## src/rtl/fifo_ctrl_pkg.sv

```systemverilog
// ============================================================================
// Module : fifo_ctrl_pkg
// Brief  : Shared default sizing and operation encoding for the FIFO controller.
// Rev    : 1.0
// ============================================================================
`default_nettype none

package fifo_ctrl_pkg;

    localparam int DEF_ADDR_WIDTH = 7;
    localparam int DEF_AE_LEVEL   = 4;

    // almost_full threshold sits four entries below capacity by default
    function automatic int def_af_level(input int addr_width);
        return (2 ** addr_width) - 4;
    endfunction

    // Encoded as {rd_ok, wr_ok} so the accepted-request pair maps directly
    typedef enum logic [1:0] {
        OP_HOLD = 2'b00,
        OP_PUSH = 2'b01,
        OP_POP  = 2'b10,
        OP_BOTH = 2'b11
    } fifo_op_e;

endpackage

`default_nettype wire

```

## src/rtl/fifo_ctrl.sv

```systemverilog
// ============================================================================
// Module : fifo_ctrl
// Brief  : Pointer, count and flag controller driving a reg_file as a FWFT FIFO.
// Rev    : 1.0
// ============================================================================
`default_nettype none

module fifo_ctrl
    import fifo_ctrl_pkg::*;
#(
    parameter int ADDR_WIDTH = DEF_ADDR_WIDTH,
    parameter int AF_LEVEL   = def_af_level(ADDR_WIDTH),
    parameter int AE_LEVEL   = DEF_AE_LEVEL
) (
    input  logic                  clk,
    input  logic                  reset,
    input  logic                  wr,
    input  logic                  rd,
    output logic                  we,
    output logic [ADDR_WIDTH-1:0] address_w,
    output logic [ADDR_WIDTH-1:0] address_r,
    output logic                  full,
    output logic                  empty,
    output logic                  almost_full,
    output logic                  almost_empty,
    output logic [ADDR_WIDTH:0]   count
);

    localparam logic [ADDR_WIDTH-1:0] C_PTR_ONE = ADDR_WIDTH'(1);
    localparam logic [ADDR_WIDTH:0]   C_CNT_ONE = (ADDR_WIDTH + 1)'(1);
    localparam logic [ADDR_WIDTH:0]   C_DEPTH   = (ADDR_WIDTH + 1)'(2 ** ADDR_WIDTH);
    localparam logic [ADDR_WIDTH:0]   C_AF      = (ADDR_WIDTH + 1)'(AF_LEVEL);
    localparam logic [ADDR_WIDTH:0]   C_AE      = (ADDR_WIDTH + 1)'(AE_LEVEL);

    logic [ADDR_WIDTH-1:0] w_ptr_q, w_ptr_d;
    logic [ADDR_WIDTH-1:0] r_ptr_q, r_ptr_d;
    logic [ADDR_WIDTH:0]   count_q, count_d;
    logic                  full_q, full_d;
    logic                  empty_q, empty_d;
    logic                  af_q, af_d;
    logic                  ae_q, ae_d;

    logic                  wr_ok;
    logic                  rd_ok;
    fifo_op_e              op;

    always_comb begin
        // A push into a full FIFO is only legal when a pop frees the slot this cycle
        wr_ok = wr & (~full_q | rd);
        // No bypass: a pop on an empty FIFO is dropped even with a concurrent push
        rd_ok = rd & ~empty_q;
        op    = fifo_op_e'({rd_ok, wr_ok});
    end

    always_comb begin
        w_ptr_d = w_ptr_q;
        r_ptr_d = r_ptr_q;
        count_d = count_q;
        case (op)
            OP_PUSH: begin
                w_ptr_d = w_ptr_q + C_PTR_ONE;
                count_d = count_q + C_CNT_ONE;
            end
            OP_POP: begin
                r_ptr_d = r_ptr_q + C_PTR_ONE;
                count_d = count_q - C_CNT_ONE;
            end
            OP_BOTH: begin
                w_ptr_d = w_ptr_q + C_PTR_ONE;
                r_ptr_d = r_ptr_q + C_PTR_ONE;
            end
            default: begin
                w_ptr_d = w_ptr_q;
                r_ptr_d = r_ptr_q;
                count_d = count_q;
            end
        endcase

        full_d  = (count_d == C_DEPTH);
        empty_d = (count_d == '0);
        af_d    = (count_d >= C_AF);
        ae_d    = (count_d <= C_AE);
    end

    always_ff @(posedge clk or posedge reset) begin
        if (reset) begin
            w_ptr_q <= '0;
            r_ptr_q <= '0;
            count_q <= '0;
            full_q  <= 1'b0;
            empty_q <= 1'b1;
            af_q    <= 1'b0;
            ae_q    <= 1'b1;
        end else begin
            w_ptr_q <= w_ptr_d;
            r_ptr_q <= r_ptr_d;
            count_q <= count_d;
            full_q  <= full_d;
            empty_q <= empty_d;
            af_q    <= af_d;
            ae_q    <= ae_d;
        end
    end

    // Write strobe is combinational, so it must be masked while reset is held
    assign we           = wr_ok & ~reset;
    assign address_w    = w_ptr_q;
    assign address_r    = r_ptr_q;
    assign full         = full_q;
    assign empty        = empty_q;
    assign almost_full  = af_q;
    assign almost_empty = ae_q;
    assign count        = count_q;

endmodule

`default_nettype wire

```

## config.mk

```make
export PLATFORM = sky130hd
export DESIGN_NAME = fifo_ctrl
export DESIGN_NICKNAME = d
export VERILOG_FILES = /design/src/rtl/fifo_ctrl_pkg.sv /design/src/rtl/fifo_ctrl.sv
export SDC_FILE = /design/constraint.sdc
export NUM_CORES = 1
export LEC_CHECK = 0
export BUFFER_PORTS_ARGS = -buffer_cell sky130_fd_sc_hd__buf_2
export CAP_MARGIN = 20
export CORE_MARGIN = 2
export CORE_UTILIZATION = 50
export DETAILED_ROUTE_END_ITERATION = 10
export PLACE_DENSITY_LB_ADDON = 0.3
export REMOVE_ABC_BUFFERS = 1
export SYNTH_ARGS = -nofsm -noshare
export SYNTH_HDL_FRONTEND = slang
export SYNTH_SLANG_ARGS = --single-unit
```

## constraint.sdc

```tcl
create_clock -name clk -period 2.93 [get_ports clk]
set_input_delay 0.4395 -clock clk [delete_from_list [all_inputs] [get_ports clk]]
set_output_delay 0.4395 -clock clk [all_outputs]
set_load 0.02 [all_outputs]
```

Yosys cells after proc, flatten, opt, wreduce, memory -nomap -nowiden --
Index checks and enable logic that the tools add are counted.
Word-level totals: input bits 4, bits in registers 26
Cells by class: $add $sub $neg 4, $lt $le $gt $ge 2, bitwise gates (word level) 7, reduce and logical (&&, ||, !) cells 3, mux-type cells 1, equality and inequality tests 4
Operators by type and width (count):
- $pmux W8 S2 | 1
- $add A7 B1 Y7 const B | 2
- $add A8 B1 Y8 const B | 1
- $eq A8 B8 Y1 const B | 1
- $ge A8 B7 Y1 const B | 1
- $le A8 B3 Y1 const B | 1
- $logic_not A8 Y1 | 1
- $sub A8 B1 Y8 const B | 1
- $eq A2 B2 Y1 const B | 2
- $reduce_or A2 Y1 | 2
- $and A1 B1 Y1 | 3
- $not A1 Y1 | 3
- $eq A2 B1 Y1 const B | 1
- $or A1 B1 Y1 | 1

Depth between registers and ports, before layout --
depth after elaboration 6, mapped depth 14, depth with buffers taken out 12

Worst setup path before layout --
No wires, ideal clock.
kind in2reg, start in rd, end reg full_q (netlist: full), cell stages on the path 13, setup time 0.080 ns, path buffers 2, setup slack -0.272 ns, arrival time 3.122 ns, data required time 2.850 ns, cell sequence inv_1 a21boi_0 inv_1 ha_1 buf_6 buf_8 xor2_1 ha_1 nor4_1 a2111o_1 nand3_2 or4_4 nor3b_2
On the way: cells in the longest elaborated chain, start to end 5
RTL lines:
- start: declaration | line fifo_ctrl.sv:18 | input logic rd,
- $or A1 B1 Y1 | line fifo_ctrl.sv:49 | wr_ok = wr & (~full_q | rd);
- $and A1 B1 Y1 | line fifo_ctrl.sv:49
- $eq A2 B2 Y1 / $eq A2 B1 Y1 (equally long branches) | line fifo_ctrl.sv:59 | case (op)
- $pmux W8 S2 (*) | line fifo_ctrl.sv:59
- via count_d[6] | line fifo_ctrl.sv:37 | logic [ADDR_WIDTH:0] count_q, count_d;
- $eq A8 B8 Y1 (*) | line fifo_ctrl.sv:79 | full_d = (count_d == C_DEPTH);
- via full_d | line fifo_ctrl.sv:38 | logic full_q, full_d;
- end signal: assignment | line fifo_ctrl.sv:98 | full_q <= full_d;
- end: declaration | line fifo_ctrl.sv:38
Mark *: on every way through the listed nets, which the timed path passes. The rest lies on a longest branch. A chain may end at the register's enable or synchronous reset.

Worst setup path in the final report --
start reg full_q (netlist: full), end reg ae_q (netlist: almost_empty)
On the way: cells in the longest elaborated chain, start to end 6
RTL lines:
- $not A1 Y1 (*) | line fifo_ctrl.sv:49
- $or A1 B1 Y1 (*) | line fifo_ctrl.sv:49
- $and A1 B1 Y1 (*) | line fifo_ctrl.sv:49
- $eq A2 B2 Y1 / $eq A2 B1 Y1 (equally long branches) | line fifo_ctrl.sv:59
- $pmux W8 S2 (*) | line fifo_ctrl.sv:59
- $le A8 B3 Y1 (*) | line fifo_ctrl.sv:82 | ae_d = (count_d <= C_AE);
- via ae_d | line fifo_ctrl.sv:41 | logic ae_q, ae_d;
- end signal: assignment | line fifo_ctrl.sv:93 | ae_q <= 1'b1;
- end signal: assignment | line fifo_ctrl.sv:101 | ae_q <= ae_d;
- end: declaration | line fifo_ctrl.sv:41
Marks and branches as above.

==> out/metrics.json <==
{
  "outcome": "finished, final reports clean",
  "topRoutingLayerUsed": "met4",
  "final_util": 0.627,
  "gr-usage-all-layers": 0.208,
  "critical_register_to_register_path_startpoint": "full$_DFF_PP0_",
  "tightestPinTransition_ps": 500,
  "pwr-share-clk": 0.114,
  "total_i_o_pin_count": 31,
  "count_of_pins_over_their_slew_limit": 0,
  "die_h_um": 62.8,
  "crit_chain": "a21boi_1, inv_1, ha_1, xor2_1, ha_2, mux2i_1, a32o_1, a21oi_2, or3b_2, o221a_2, nor3_1",
  "tritoncts": "built",
  "rsz0062_at_grt": "true",
  "clk_slew_on_worst_s_h_paths_ps": 140,
  "die_width_um": 62.8,
  "total_leakage_power_uw": 0.000978,
  "synth.avg_cell_area_um2": 10.0,
  "holdBufCountCts": 0,
  "floorplan.core_area_um2": 3340,
  "dp.final_hpwl_um": 2980,
  "detailroute.via_count": 1487,
  "placementRows": 21,
  "area_delta_synth_final_pct": 21.0,
  "cts_sinks": 26,
  "dieArea_um2": 3950,
  "worst_hold_path_type": "in2async",
  "numCtsBuffers": 3,
  "postSynth.asyncResetShare": 1.00,
  "slew-limit-headroom": 0.666,
  "timing.setup.critical_path_class": "reg2reg",
  "wirelength_met1_um": 1640,
  "skew_ps": 3.31,
  "final.min_clock_period_ps": 2760,
  "vias_per_cell": 5.65,
  "drt_wl_cell_um": 15.1,
  "pin_count_of_the_biggest_net_entering_global_routing": 27,
  "routed-wl-met2_um": 2090,
  "synth.distinct_cells": 58,
  "globalplace.congestion": 0.973,
  "timing.critical_path.slowest_cell_delay_ps": 460,
  "cts_htree_levels": 1,
  "synth.cell_area_um2": 1730,
  "final_critical_path_setup_slack_ps": 168,
  "seq_power_share": 0.356,
  "multiInputGateArea_um2": 1000,
  "diodes": 0,
  "synth_edf_count": 0,
  "worst-path-max-fanout": 5,
  "final_routed_drc_violation_total": 0,
  "worst-path-stages": 11,
  "worst_setup_path_end_kind": "flip-flop",
  "switching_share": 0.465,
  "reg2reg_depth": 11,
  "internal_power_uw": 1160,
  "total_switching_power_uw": 1010,
  "register_area_um2": 653,
  "setup_viol_count_final": 0,
  "final_nets": 227,
  "crit_buf_inv": 1,
  "setup.worst_path.start_class": "flip-flop",
  "max_freq_mhz": 362,
  "yosysWarningCount": 0,
  "drt-initial-drc-count": 67,
  "yosys_register_bits": 26,
  "drt.antenna.violating_nets": 0,
  "initial_utilization": 0.519,
  "maxCapViolations": 0,
  "cp_data_arrival_time_ps": 3010,
  "power.density_nw_per_um2": 1030,
  "ys_seq_area_frac": 0.377,
  "n_fill_cell": 293,
  "cts-root-buf": "sky130_fd_sc_hd__clkbuf_4",
  "postCtsSetupRepairBufs": 0,
  "pre_cts_slack_ps": -116,
  "clk_latency_ps": 320,
  "worstPathRequired_ps": 3180,
  "post-route-period-util": 0.943,
  "postRouteWirelength_um": 3960,
  "post_route_cells_drive_above_1_share": 0.350,
  "met3RoutedLength_um": 214,
  "dpl_cell_area_um2": 2000,
  "final-hold-violation-count": 0,
  "grt_remaining_overflow": 0,
  "final_cell_area_um2": 2090,
  "worstSetupStartpoint": "full$_DFF_PP0_",
  "port_buffers": 30,
  "share_comb_of_total_power": 0.530,
  "fin_tns_setup_ps": 0,
  "vdd_ir_drop_max_v": 0.000724,
  "layout_common_cells": "30 x sky130_fd_sc_hd__buf_2, 24 x sky130_fd_sc_hd__dfrtp_1, 19 x sky130_fd_sc_hd__buf_4, 15 x sky130_fd_sc_hd__nand2_1, 13 x sky130_fd_sc_hd__nor2_1",
  "grt_pass1_vias": 1426,
  "layout.cells.most_common": "sky130_fd_sc_hd__buf_2",
  "cts-root-to-sink-buffers": 2,
  "cts.repair.resized": 0,
  "post_synth_inst_count": 173,
  "firstDrtPassIters": 4,
  "critical_path.slowest_cell": "sky130_fd_sc_hd__or3b_2",
  "critPathTopFamily": "compound AO/OA/AOI/OAI gates",
  "initial_antenna_violation_count": 0,
  "ys.flop_type": "sky130_fd_sc_hd__dfrtp_1",
  "grt_pass1_wl_um": 6670
}
-- cells by family (layout without fill, tap and decap cells) --
family / after synthesis / count (layout) / share of synthesized area
XOR/XNOR: 20 / 20 / 0.106
AND/OR/NAND/NOR: 68 / 68 / 0.232
adder cells (fa/ha/maj): 5 / 5 / 0.0362
multiplexers: 3 / 3 / 0.0188
AO/OA/AOI/OAI: 35 / 35 / 0.170
buffers and inverters: 16 / 60 / 0.0600
flip-flops: 26 / 26 / 0.377
-- metrics by stage --
stage	cells	hold WS, ps	power (uW)
final	263	119	2160
after global routing	263	98.6	2310
after CTS	262	349	2140
after detailed placement	258	453	1880
after global placement	258	449	1830
after floorplan	163	478	1460
-- flip-flops by register name (all words and copies together), names as in the netlist --
signal        flops
address_r         7
almost_full       1
empty             1
address_w         7
full              1
almost_empty      1
count             8
-- synth_stat cells, types with 2 or more instances --
cell type / instances / share of area
sky130_fd_sc_hd__a32o_1: 2 / 0.012
sky130_fd_sc_hd__nand2b_1: 2 / 0.0072
sky130_fd_sc_hd__dfrtp_1: 24 / 0.35
sky130_fd_sc_hd__dfstp_2: 2 / 0.030
sky130_fd_sc_hd__buf_2: 2 / 0.0058
sky130_fd_sc_hd__buf_6: 3 / 0.020
sky130_fd_sc_hd__o221ai_1: 4 / 0.020
sky130_fd_sc_hd__a211o_1: 2 / 0.010
sky130_fd_sc_hd__xor2_1: 10 / 0.051
sky130_fd_sc_hd__nor3b_1: 6 / 0.026
sky130_fd_sc_hd__and4b_1: 2 / 0.012
sky130_fd_sc_hd__clkbuf_1: 2 / 0.0043
sky130_fd_sc_hd__mux2_2: 2 / 0.013
sky130_fd_sc_hd__a21oi_1: 4 / 0.012
sky130_fd_sc_hd__buf_4: 2 / 0.0087
sky130_fd_sc_hd__a31oi_1: 3 / 0.011
sky130_fd_sc_hd__nor3_1: 3 / 0.0087
sky130_fd_sc_hd__nor2_1: 13 / 0.028
sky130_fd_sc_hd__o21ai_0: 3 / 0.0087
sky130_fd_sc_hd__nor3b_2: 3 / 0.022
sky130_fd_sc_hd__nand2_1: 15 / 0.033
sky130_fd_sc_hd__xnor2_1: 9 / 0.046
sky130_fd_sc_hd__or3_1: 2 / 0.0072
sky130_fd_sc_hd__o211a_1: 2 / 0.012
sky130_fd_sc_hd__a21boi_0: 2 / 0.0087
sky130_fd_sc_hd__inv_1: 6 / 0.013
sky130_fd_sc_hd__nand3_1: 4 / 0.012
sky130_fd_sc_hd__ha_1: 5 / 0.036
sky130_fd_sc_hd__nand4_1: 5 / 0.018
-- final timing paths --
check / slack (ps) / end
hold reg to reg: 470 / address_r[6]$_DFFE_PP0P_
max in group asynchronous: 2260 / almost_empty$_DFF_PP1_
setup / recovery: 170 / almost_empty$_DFF_PP1_
hold / removal: 120 / address_r[6]$_DFFE_PP0P_
setup reg to reg: 170 / almost_empty$_DFF_PP1_
min in group clk: 470 / address_r[6]$_DFFE_PP0P_
-- per-layer routing --
layer | global-route usage | up-vias
li1 | - | 720
met1 | 0.260 | 704
met2 | 0.375 | 61
met5 | 0 | -
met4 | 0.0389 | 0
met3 | 0.0414 | 2
-- area by class of cell --
cell class                      count  area share
Multi-Input combinational cell    131       0.478
Sequential cell                    26       0.312
Timing Repair Buffer               50       0.147
Tap cell                           46      0.0275
Clock inverter                      1      0.0143
Clock buffer                        3      0.0108
Inverter                            6      0.0108
-- power groups by stage --
stage	clock network [uW]	registers, uW	logic [uW]
after floorplan	0	918	546
after global placement	0	754	1070
after detailed placement	0	772	1110
after CTS	253	762	1120
after global routing	273	803	1240
final	245	770	1150
(Power assumes the default switching activity.)
